### src/rtl/pq_fifo_sieve_reader.sv
// ---------------------------------------------------------------------------
// pq_fifo_sieve_reader
//
// Consumer side of the p/q candidate FIFO. Pops one odd candidate at a time,
// runs a bit-serial small-prime sieve (3, 5, 7) over it MSB first, rejects
// even / zero / small-factor / duplicate values, and pairs the survivors into
// (p, q) for the downstream RSA key-setup logic.
//
// Ports:
//   aclk, areset    clock, synchronous active-high reset
//   pq_fifo_rd_en   one-cycle read strobe to a standard (non-FWFT) FIFO
//   pq_fifo_dout    FIFO read data, valid the cycle after pq_fifo_rd_en
//   pq_fifo_empty   FIFO empty flag, only looked at in IDLE
//   p_out, q_out    accepted candidate pair
//   pq_valid        p_out/q_out hold a valid pair (held until pq_ready)
//   pq_ready        downstream accepts the pair
//   reject_cnt      saturating count of rejected candidates
//   o_busy          high in every state except IDLE
// ---------------------------------------------------------------------------
module pq_fifo_sieve_reader #(
    parameter int NUM_BITS = 128,
    parameter int CNT_BITS = 16
) (
    input  logic                aclk,
    input  logic                areset,
    output logic                pq_fifo_rd_en,
    input  logic [NUM_BITS-1:0] pq_fifo_dout,
    input  logic                pq_fifo_empty,
    output logic [NUM_BITS-1:0] p_out,
    output logic [NUM_BITS-1:0] q_out,
    output logic                pq_valid,
    input  logic                pq_ready,
    output logic [CNT_BITS-1:0] reject_cnt,
    output logic                o_busy
);

    localparam int IDX_W = (NUM_BITS > 1) ? $clog2(NUM_BITS) : 1;

    typedef enum logic [2:0] {
        S_IDLE    = 3'd0,
        S_READ    = 3'd1,
        S_CAPTURE = 3'd2,
        S_SIEVE   = 3'd3,
        S_CHECK   = 3'd4,
        S_OUTPUT  = 3'd5
    } state_t;

    state_t              r_state;
    state_t              w_next;

    logic [NUM_BITS-1:0] r_cand;
    logic [NUM_BITS-1:0] r_p;
    logic [NUM_BITS-1:0] r_q;
    logic                r_p_full;
    logic [CNT_BITS-1:0] r_cnt;
    logic [IDX_W-1:0]    r_idx;
    logic [2:0]          r_r3;
    logic [2:0]          r_r5;
    logic [2:0]          r_r7;

    logic                w_bit;
    logic                w_reject;

    // One step of (2*r + b) mod m. Since r < m, 2r+b <= 2m-1, so a single
    // conditional subtract is enough: no divider is inferred.
    function automatic logic [2:0] f_mod_step(input logic [2:0] r,
                                              input logic       b,
                                              input logic [3:0] m);
        logic [3:0] t;
        t = {r, b};
        if (t >= m)
            t = t - m;
        return t[2:0];
    endfunction

    assign w_bit = r_cand[r_idx];

    // A candidate that reaches zero remainder for 3, 5 or 7 has that factor.
    // The duplicate test only matters once p is already held.
    assign w_reject = !r_cand[0]
                   || (r_cand == '0)
                   || (r_r3 == 3'd0)
                   || (r_r5 == 3'd0)
                   || (r_r7 == 3'd0)
                   || (r_p_full && (r_cand == r_p));

    // ---------------- state register ----------------
    always_ff @(posedge aclk) begin
        if (areset)
            r_state <= S_IDLE;
        else
            r_state <= w_next;
    end

    // ---------------- next-state logic ----------------
    always_comb begin
        w_next = r_state;
        case (r_state)
            S_IDLE:    if (!pq_fifo_empty) w_next = S_READ;
            S_READ:    w_next = S_CAPTURE;
            S_CAPTURE: w_next = S_SIEVE;
            S_SIEVE:   if (r_idx == '0) w_next = S_CHECK;
            S_CHECK:   w_next = (!w_reject && r_p_full) ? S_OUTPUT : S_IDLE;
            S_OUTPUT:  if (pq_ready) w_next = S_IDLE;
            default:   w_next = S_IDLE;
        endcase
    end

    // ---------------- outputs ----------------
    always_comb begin
        pq_fifo_rd_en = 1'b0;
        pq_valid      = 1'b0;
        o_busy        = 1'b1;
        case (r_state)
            S_IDLE:   o_busy        = 1'b0;
            S_READ:   pq_fifo_rd_en = 1'b1;
            S_OUTPUT: pq_valid      = 1'b1;
            default:  ;
        endcase
    end

    assign p_out      = r_p;
    assign q_out      = r_q;
    assign reject_cnt = r_cnt;

    // ---------------- datapath ----------------
    always_ff @(posedge aclk) begin
        if (areset) begin
            r_cand   <= '0;
            r_p      <= '0;
            r_q      <= '0;
            r_p_full <= 1'b0;
            r_cnt    <= '0;
            r_idx    <= '0;
            r_r3     <= '0;
            r_r5     <= '0;
            r_r7     <= '0;
        end else begin
            case (r_state)
                S_CAPTURE: begin
                    r_cand <= pq_fifo_dout;
                    r_idx  <= IDX_W'(NUM_BITS - 1);
                    r_r3   <= '0;
                    r_r5   <= '0;
                    r_r7   <= '0;
                end
                S_SIEVE: begin
                    r_r3  <= f_mod_step(r_r3, w_bit, 4'd3);
                    r_r5  <= f_mod_step(r_r5, w_bit, 4'd5);
                    r_r7  <= f_mod_step(r_r7, w_bit, 4'd7);
                    r_idx <= r_idx - 1'b1;
                end
                S_CHECK: begin
                    if (w_reject) begin
                        if (r_cnt != '1)
                            r_cnt <= r_cnt + 1'b1;
                    end else if (!r_p_full) begin
                        r_p      <= r_cand;
                        r_p_full <= 1'b1;
                    end else begin
                        r_q <= r_cand;
                    end
                end
                S_OUTPUT: begin
                    if (pq_ready)
                        r_p_full <= 1'b0;
                end
                default: ;
            endcase
        end
    end

endmodule
### config.mk
export PLATFORM = sky130hd
export DESIGN_NAME = pq_fifo_sieve_reader
export DESIGN_NICKNAME = d
export VERILOG_FILES = /design/src/rtl/pq_fifo_sieve_reader.sv
export SDC_FILE = /design/constraint.sdc
export NUM_CORES = 1
export LEC_CHECK = 0
export CORE_ASPECT_RATIO = 0.7
export CORE_UTILIZATION = 40
export DETAILED_ROUTE_END_ITERATION = 12
export HOLD_SLACK_MARGIN = 0.1
export PLACE_DENSITY = 0.69
export SETUP_SLACK_MARGIN = 0.15
export SYNTH_ARGS = -nofsm -noshare
export SYNTH_HDL_FRONTEND = slang
export SYNTH_SLANG_ARGS = --single-unit
### constraint.sdc
create_clock -name aclk -period 5.5 [get_ports aclk]
set_clock_uncertainty 0.05 [all_clocks]
set_input_delay 1.375 -clock aclk [delete_from_list [all_inputs] [get_ports aclk]]
set_output_delay 1.375 -clock aclk [all_outputs]
set_load 0.05 [all_outputs]
==> metrics.md, run 1 <==
| Metric | Value |
|---|---|
| Max Buffers Root-to-Sink | 3 |
| Initial Util | 40.7% |
| CP Class | reg -> out |
| Clock-pin transition on the worst setup and hold timing paths | 60 ps |
| CP Capture Type | output pin |
| DP Area | 0.0223 sq mm |
| Yosys top cell area share | 47.1% |
| CTS Buf Count | 43 |
| Area growth syn-to-layout | 32.6% |
| Worst vdd ir | 232 uV |
| Post-Syn Area | 0.0178 sq mm |
| RSZ-0062 raised after global routing | no |
| Commonest cells in the netlist | nand2_1, dfxtp_1, a21oi_1 |
| DRT iter0 DRCs | 1,659 |
| Clock sink count | 420 |
| Number of flops mapped to enable cells by yosys | 0 |
| Number of iterations in the first detailed-routing pass | 6 |
| IO Pins | 407 |
| First-pass GRT wire length | 99,500 microns |
| CP arrival | 2830 ps |
| CTS tree | done |
| Most common cell in the synthesized netlist | nand2_1 |
| Lkg Pwr | 0.00891 uW |
| Slew headroom | 29.4% |
| Crit path time final | 4260 ps |
| GRT Util Overall | 29.2% |
| Register area share after synthesis | 47.1% |
| HPWL Detailed | 50,300 microns |
| Primary FF master, synth | dfxtp_1 |
| Antenna Diode Count | 0 |
| Final Cell Area | 0.0237 sq mm |
| Clock latency on the worst-skew pair | 560 ps |
| Vias in the first global route | 15,600 |
| Largest net degree at the start of global routing | 156 |
| Setup TNS Final | 0 ps |
| Run status | finished clean |
| Cell taking the most area after synthesis | dfxtp_1 |
| Filler cells | 4,024 |
| Layout cell share with drive strength beyond 1 | 4.91% |
| Residual DRC count | 0 |
| GP Congestion | 1.02 |
| Hold buffers post-CTS | 0 |
| Final hold vios | 0 |
| Avg WL per Cell | 22.6 microns |
| Cells after synthesis | 2,112 |
| Synthesized area per cell | 8.45 sq um |
| Vias/cell | 5.53 |
| Slew Viols, Final | 0 |
| PD cells | 303 mW/mm^2 |
| Gr ovfl total | 0 |
| F_max | 235 MHz |
| Design Power | 7160 uW |
| Syn_nets | 2,251 |
| Largest cells by area after synthesis | dfxtp_1, nand2_1, a21oi_1, mux2i_1, mux4_2 |
| HP Class | reg -> reg |
| Total wire length | 69,000 microns |
| Die Wd | 254 microns |
| Clock Root Buffer | clkbuf_16 |
| Ys async rst share | 0% |
| Die H | 179 microns |
| Synth Register Bits | 420 |
| Setup violators final | 0 |
| Max-capacitance violation count | 0 |
| Tcrit/Tclk final | 77.4% |
| Initial antenna violation count | 1 |
| CP max FO | 20 |
| CP required | 4070 ps |
| Final net count | 2,575 |
| Worst-Margin Slew | 1060 ps |
| Core area | 0.0438 sq mm |
| Die area | 0.0455 sq mm |
| Port buffer count | 406 |
| Netlist cell types | 60 |
| R2R Setup Slk | 1570 ps |
| Antenna viol nets, final | 0 |
| PostCTS Resize Cnt | 0 |
| Placement Rows | 64 |
| Postcts setup bufs | 0 |
| CP Launch Type | register |
| H-tree levels | 2 |
| Synthesis Warnings | 0 |
| Vias post-DR | 16,900 |
## path summary, 6_finish.rpt
check,from,to,depth (start not counted)
setup / recovery,r_state[0],pq_valid,3
setup reg to reg,r_idx[2],r_r5[0],13
hold / removal,q_out[0],q_out[0],2
hold reg to reg,q_out[0],q_out[0],2
## cell type report
class | count | area, sq um | share of cell area (%)
multi-input cells | 1507 | 8720 | 36.9
flip-flops and latches | 420 | 8410 | 35.5
repair buffers | 424 | 4250 | 18.0
clock buffers | 60 | 1270 | 5.38
well taps | 594 | 743 | 3.14
inverters | 40 | 150 | 0.635
clock inverters | 11 | 111 | 0.471
## power breakdown
group,total [uW],switching [uW],internal (uW)
clock network,2940,1240,1700
registers,3370,241,3130
logic,849,496,353
total,7160,1970,5180
## critical path, cell delays in order, from the launching register on
cell and delay, ps:
dfxtp_1 810, inv_1 330, nor2_1 280, clkdlybuf4s50_1 870
## cells in the final DEF (no fill, tap or decap), drive strengths merged, types with 2 or more instances in the layout
master         Yosys  final
nand3b             8      8
mux2i            138    138
o22ai              5      5
nand2b            59     59
a21oi            291    291
nand3             14     14
clkinv             1      9
nand2            540    540
clkbuf           113     60
a2111oi            6      6
dfxtp            420    420
ha                 7      7
nor3              13     13
o2111ai           20     20
nor4              15     15
xnor2             52     52
a311oi             5      5
bufinv             0      2
a22o               2      2
o31ai             13     13
nor2             155    155
inv               39     39
a211oi             6      6
clkdlybuf4s50      0    405
xor2              18     18
or3                3      3
o311ai             4      4
mux2               2      2
nand4             20     20
or4               17     17
o21ai             11     11
buf               32     19
a2111o             4      4
nor2b             25     25
or3b               2      2
mux4              27     27
a221oi             3      3
and3               5      5
## logic make-up after synthesis
logic type               after synthesis  share of synthesized area (%)
XOR/XNOR                              70                           3.44
AND/OR/NAND/NOR                      880                           21.2
flip-flops                           420                           47.1
buffers and inverters                185                           4.20
adder cells (fa/ha/maj)                7                          0.491
multiplexers                         167                           11.3
AO/OA/AOI/OAI                        383                           12.3
## flip-flops by register name (all words and copies together), names as in the netlist
name        cells
p_out         128
q_out         128
r_cand        128
r_idx           7
r_p_full        1
r_r3            3
r_r5            3
r_r7            3
r_state         3
reject_cnt     16
## layer usage
| metal | GRT usage, % | part of all wire, % | vias to the layer above |
|---|---|---|---|
| li1 | - | - | 7797 |
| met1 | 40.1 | 44 | 8214 |
| met2 | 43.8 | 43 | 784 |
| met3 | 8.97 | 10 | 115 |
| met4 | 8.66 | 2.8 | 2 |
| met5 | 0 | 0.020 | - |
## metrics by stage
step | utilization (%) | setup WS, ps | hold WS, ps | instances
6_report | 54.0 | 1240 | 406 | 3056
5_1_grt | 54.0 | 1110 | 438 | 3056
4_1_cts | 54.0 | 1240 | 405 | 3056
3_5_place_dp | 50.9 | 1740 | 396 | 2985
3_3_place_gp | 50.9 | 1830 | 383 | 2985
2_1_floorplan | - | 2310 | 395 | 2112
Note: power is estimated with default switching activity, not from simulation.
==> run 2: changes to the inputs <==
--- a/config.mk
+++ b/config.mk
@@ -9,7 +9,7 @@
 export CORE_UTILIZATION = 40
 export DETAILED_ROUTE_END_ITERATION = 12
 export HOLD_SLACK_MARGIN = 0.1
-export PLACE_DENSITY = 0.69
+export PLACE_DENSITY = 0.72
 export SETUP_SLACK_MARGIN = 0.15
 export SYNTH_ARGS = -nofsm -noshare
 export SYNTH_HDL_FRONTEND = slang
==> constraint.sdc (replaced) <==
create_clock -name aclk -period 3.4 [get_ports aclk]
set_clock_uncertainty 0.05 [all_clocks]
set_input_delay 0.85 -clock aclk [delete_from_list [all_inputs] [get_ports aclk]]
set_output_delay 0.85 -clock aclk [all_outputs]
set_load 0.05 [all_outputs]
==> run 2 against run 1 <==
Global-route usage rose by 2.3 points. Clock power grew 61%. Register-to-register slack got worse by 1500 ps. Sequential power is 58% higher. Die area unchanged. Routed wire length up 9.7%.
==> metrics.md, run 2 (synthesis results as in run 1) <==
| Metric | Value |
|---|---|
| R2r startpoint | p_out[78] |
| Tcrit/Tclk final | 97.8% |
| F_max | 301 MHz |
| CP required | 3780 ps (-290 ps) |
| Avg WL per Cell | 23.5 microns (+4.1%) |
| Fin util | 58.3% (+4.3 points) |
| Max-capacitance violation count | 0 (unchanged) |
| CP Launch Type | register |
| CP Capture Type | register |
| Crit path time final | 3330 ps |
| GP Congestion | 1.01 (-0.82%) |
| Area growth syn-to-layout | 43.2% |
| Slew headroom | 22.6% (-6.8 points) |
| Initial Util | 40.7% (unchanged) |
| Met3 GRT Util | 9.57% (+0.60 points) |
| CP arrival | 3700 ps (+870 ps) |
| Most frequent cells in the layout | nand2_1, dfxtp_1, clkdlybuf4s50_1 |
| Final std cells w/o fill | 3,220 (+5.4%) |
| Placement Rows | 64 (unchanged) |
| Vias/cell | 5.49 (-0.71%) |
| Core area | 0.0438 sq mm (unchanged) |
| Die Wd | 254 microns (unchanged) |
| Hold buffers post-CTS | 0 (unchanged) |
| Final net count | 2,739 (+6.4%) |
| Layout cell share with drive strength beyond 1 | 12.6% (+7.7 points) |
| R2r worst-path depth | 11 (-2) |
| Clock sink count | 420 (unchanged) |
| Worst reg2reg endpoint | q_out[26] |
| Setup violators final | 0 (unchanged) |
| Clock latency on the worst-skew pair | 560 ps (about the same) |
| CTS Buf Count | 42 (-2.3%) |
| Worst vdd ir | 348 uV (+50%) |
| CTS tree | done |
| IO Pins | 407 (unchanged) |
| GR Util met2 | 47.3% (+3.5 points) |
| Vias in the first global route | 16,500 (+6.0%) |
| Total wire length | 75,700 microns (+9.7%) |
| Largest net degree at the start of global routing | 129 (-17%) |
| First-pass GRT wire length | 107,000 microns (+7.1%) |
| Clock-pin transition on the worst setup and hold timing paths | 70 ps (about the same) |
| Clock Root Buffer | clkbuf_16 |
| HP Class | reg -> reg |
| CP Class | reg -> reg |
| Gr ovfl total | 0 (unchanged) |
| Hold Path Stages | 2 (unchanged) |
| Port buffer count | 406 (unchanged) |
| Commonest non-fill, non-tap cell in the layout | nand2_1 |
| DP Area | 0.0235 sq mm (+5.6%) |
| Antenna viol nets, final | 0 (unchanged) |
| R2R Setup Slk | 70 ps (-1500 ps) |
| Final Cell Area | 0.0256 sq mm (+8.0%) |
| HPWL Detailed | 54,900 microns (+9.2%) |
| Max Buffers Root-to-Sink | 3 (unchanged) |
| Placed Cells | 3,129 (+4.8%) |
| Die H | 179 microns (unchanged) |
| H-tree levels | 2 (unchanged) |
| RSZ-0062 raised after global routing | yes |
| Busiest grt layer | met2 |
| Lkg Pwr | 0.00995 uW (+12%) |
| CP max FO | 7 (-65%) |
| Run status | finished clean |
| PD cells | 470 mW/mm^2 (+55%) |
| DRT iter0 DRCs | 1,762 (+6.2%) |
| Hold path endpoint | q_out[0] |
| Slew Viols, Final | 0 (unchanged) |
| Worst-Margin Slew | 1160 ps (+102 ps) |
| Final hold vios | 0 (unchanged) |
| Vias post-DR | 17,700 (+4.6%) |
| Number of iterations in the first detailed-routing pass | 5 (-1) |
| Die area | 0.0455 sq mm (unchanged) |
| Residual DRC count | 0 (unchanged) |
| Grt met1 use | 42.8% (+2.7 points) |
| GRT Util Overall | 31.5% (+2.3 points) |
| Hold path start | q_out[0] |
| WHS | 413 ps (+6.19 ps) |
| Initial antenna violation count | 5 (+4) |
run 2: cell types whose count changed in the layout (fill, tap and decap cells not counted), sizes merged:
cell / previous run / this run
clkdlybuf4s50: 405 / 403
inv: 39 / 42
clkbuf: 60 / 69
diode: 0 / 1
clkinvlp: 1 / 2
clkinv: 9 / 4
buf: 19 / 176
run 2: worst max-delay path by stage:
stage	from	to	slack, ps
after floorplan	r_idx[0]	r_r3[1]	260
after global placement	r_cand[42]	q_out[99]	-70
after detailed placement	r_cand[42]	q_out[104]	-60
after CTS	p_out[82]	q_out[104]	150
after global routing	r_idx[1]	r_r5[1]	50
final	p_out[78]	q_out[26]	70
run 2: per-layer routing:
layer / wire, microns / up-vias
li1: - / 8143
met1: 32000 / 8505
met2: 32800 / 876
met3: 7980 / 163
met4: 2840 / 6
met5: 25 / -
run 2: where the power goes:
| part | switching (uW) | internal [uW] | total (uW) |
|---|---|---|---|
| Clock | 2020 | 2700 | 4720 |
| Combinational | 1090 | 865 | 1960 |
| Sequential | 255 | 5070 | 5320 |
run 2: what timing repair did:
item / 4_1_cts / 5_1_grt
endpoints found under the hold margin: 0 / 0
pin swaps: 1 / 11
gates resized for setup: 8 / 64
buffers inserted: 0 / 10
gates cloned: 0 / 11
endpoints found under the setup margin: 145 / 145
run 2: metrics by stage:
stage / TNS, ps / worst slack [ps] / total power, uW
after floorplan: 0 / 263 / 6220
after global placement: -4150 / -66.4 / 7200
after detailed placement: -1650 / -60.2 / 7220
after CTS: 0 / 153 / 11900
after global routing: 0 / 53.7 / 12400
final: 0 / 74.5 / 12000
run 2: cell type report:
type / instances / area, sq um
well taps: 594 / 743
clock inverters: 10 / 120
inverters: 40 / 153
fillers: 3751 / 18200
flip-flops and latches: 420 / 8430
clock buffers: 59 / 1250
repair buffers: 589 / 5940
multi-input cells: 1507 / 8910
diodes: 1 / 2.50
run 2: critical path: stages, from the launching register on:
cell and delay (ps):
dfxtp_1 330, xnor2_1 310, nand4_1 310, nor4_2 390, nand4_1 170, or4_4 500
o2111ai_4 250, buf_12 190, buf_16 170, clkbuf_16 180, mux2i_1 240, nor2_1 90
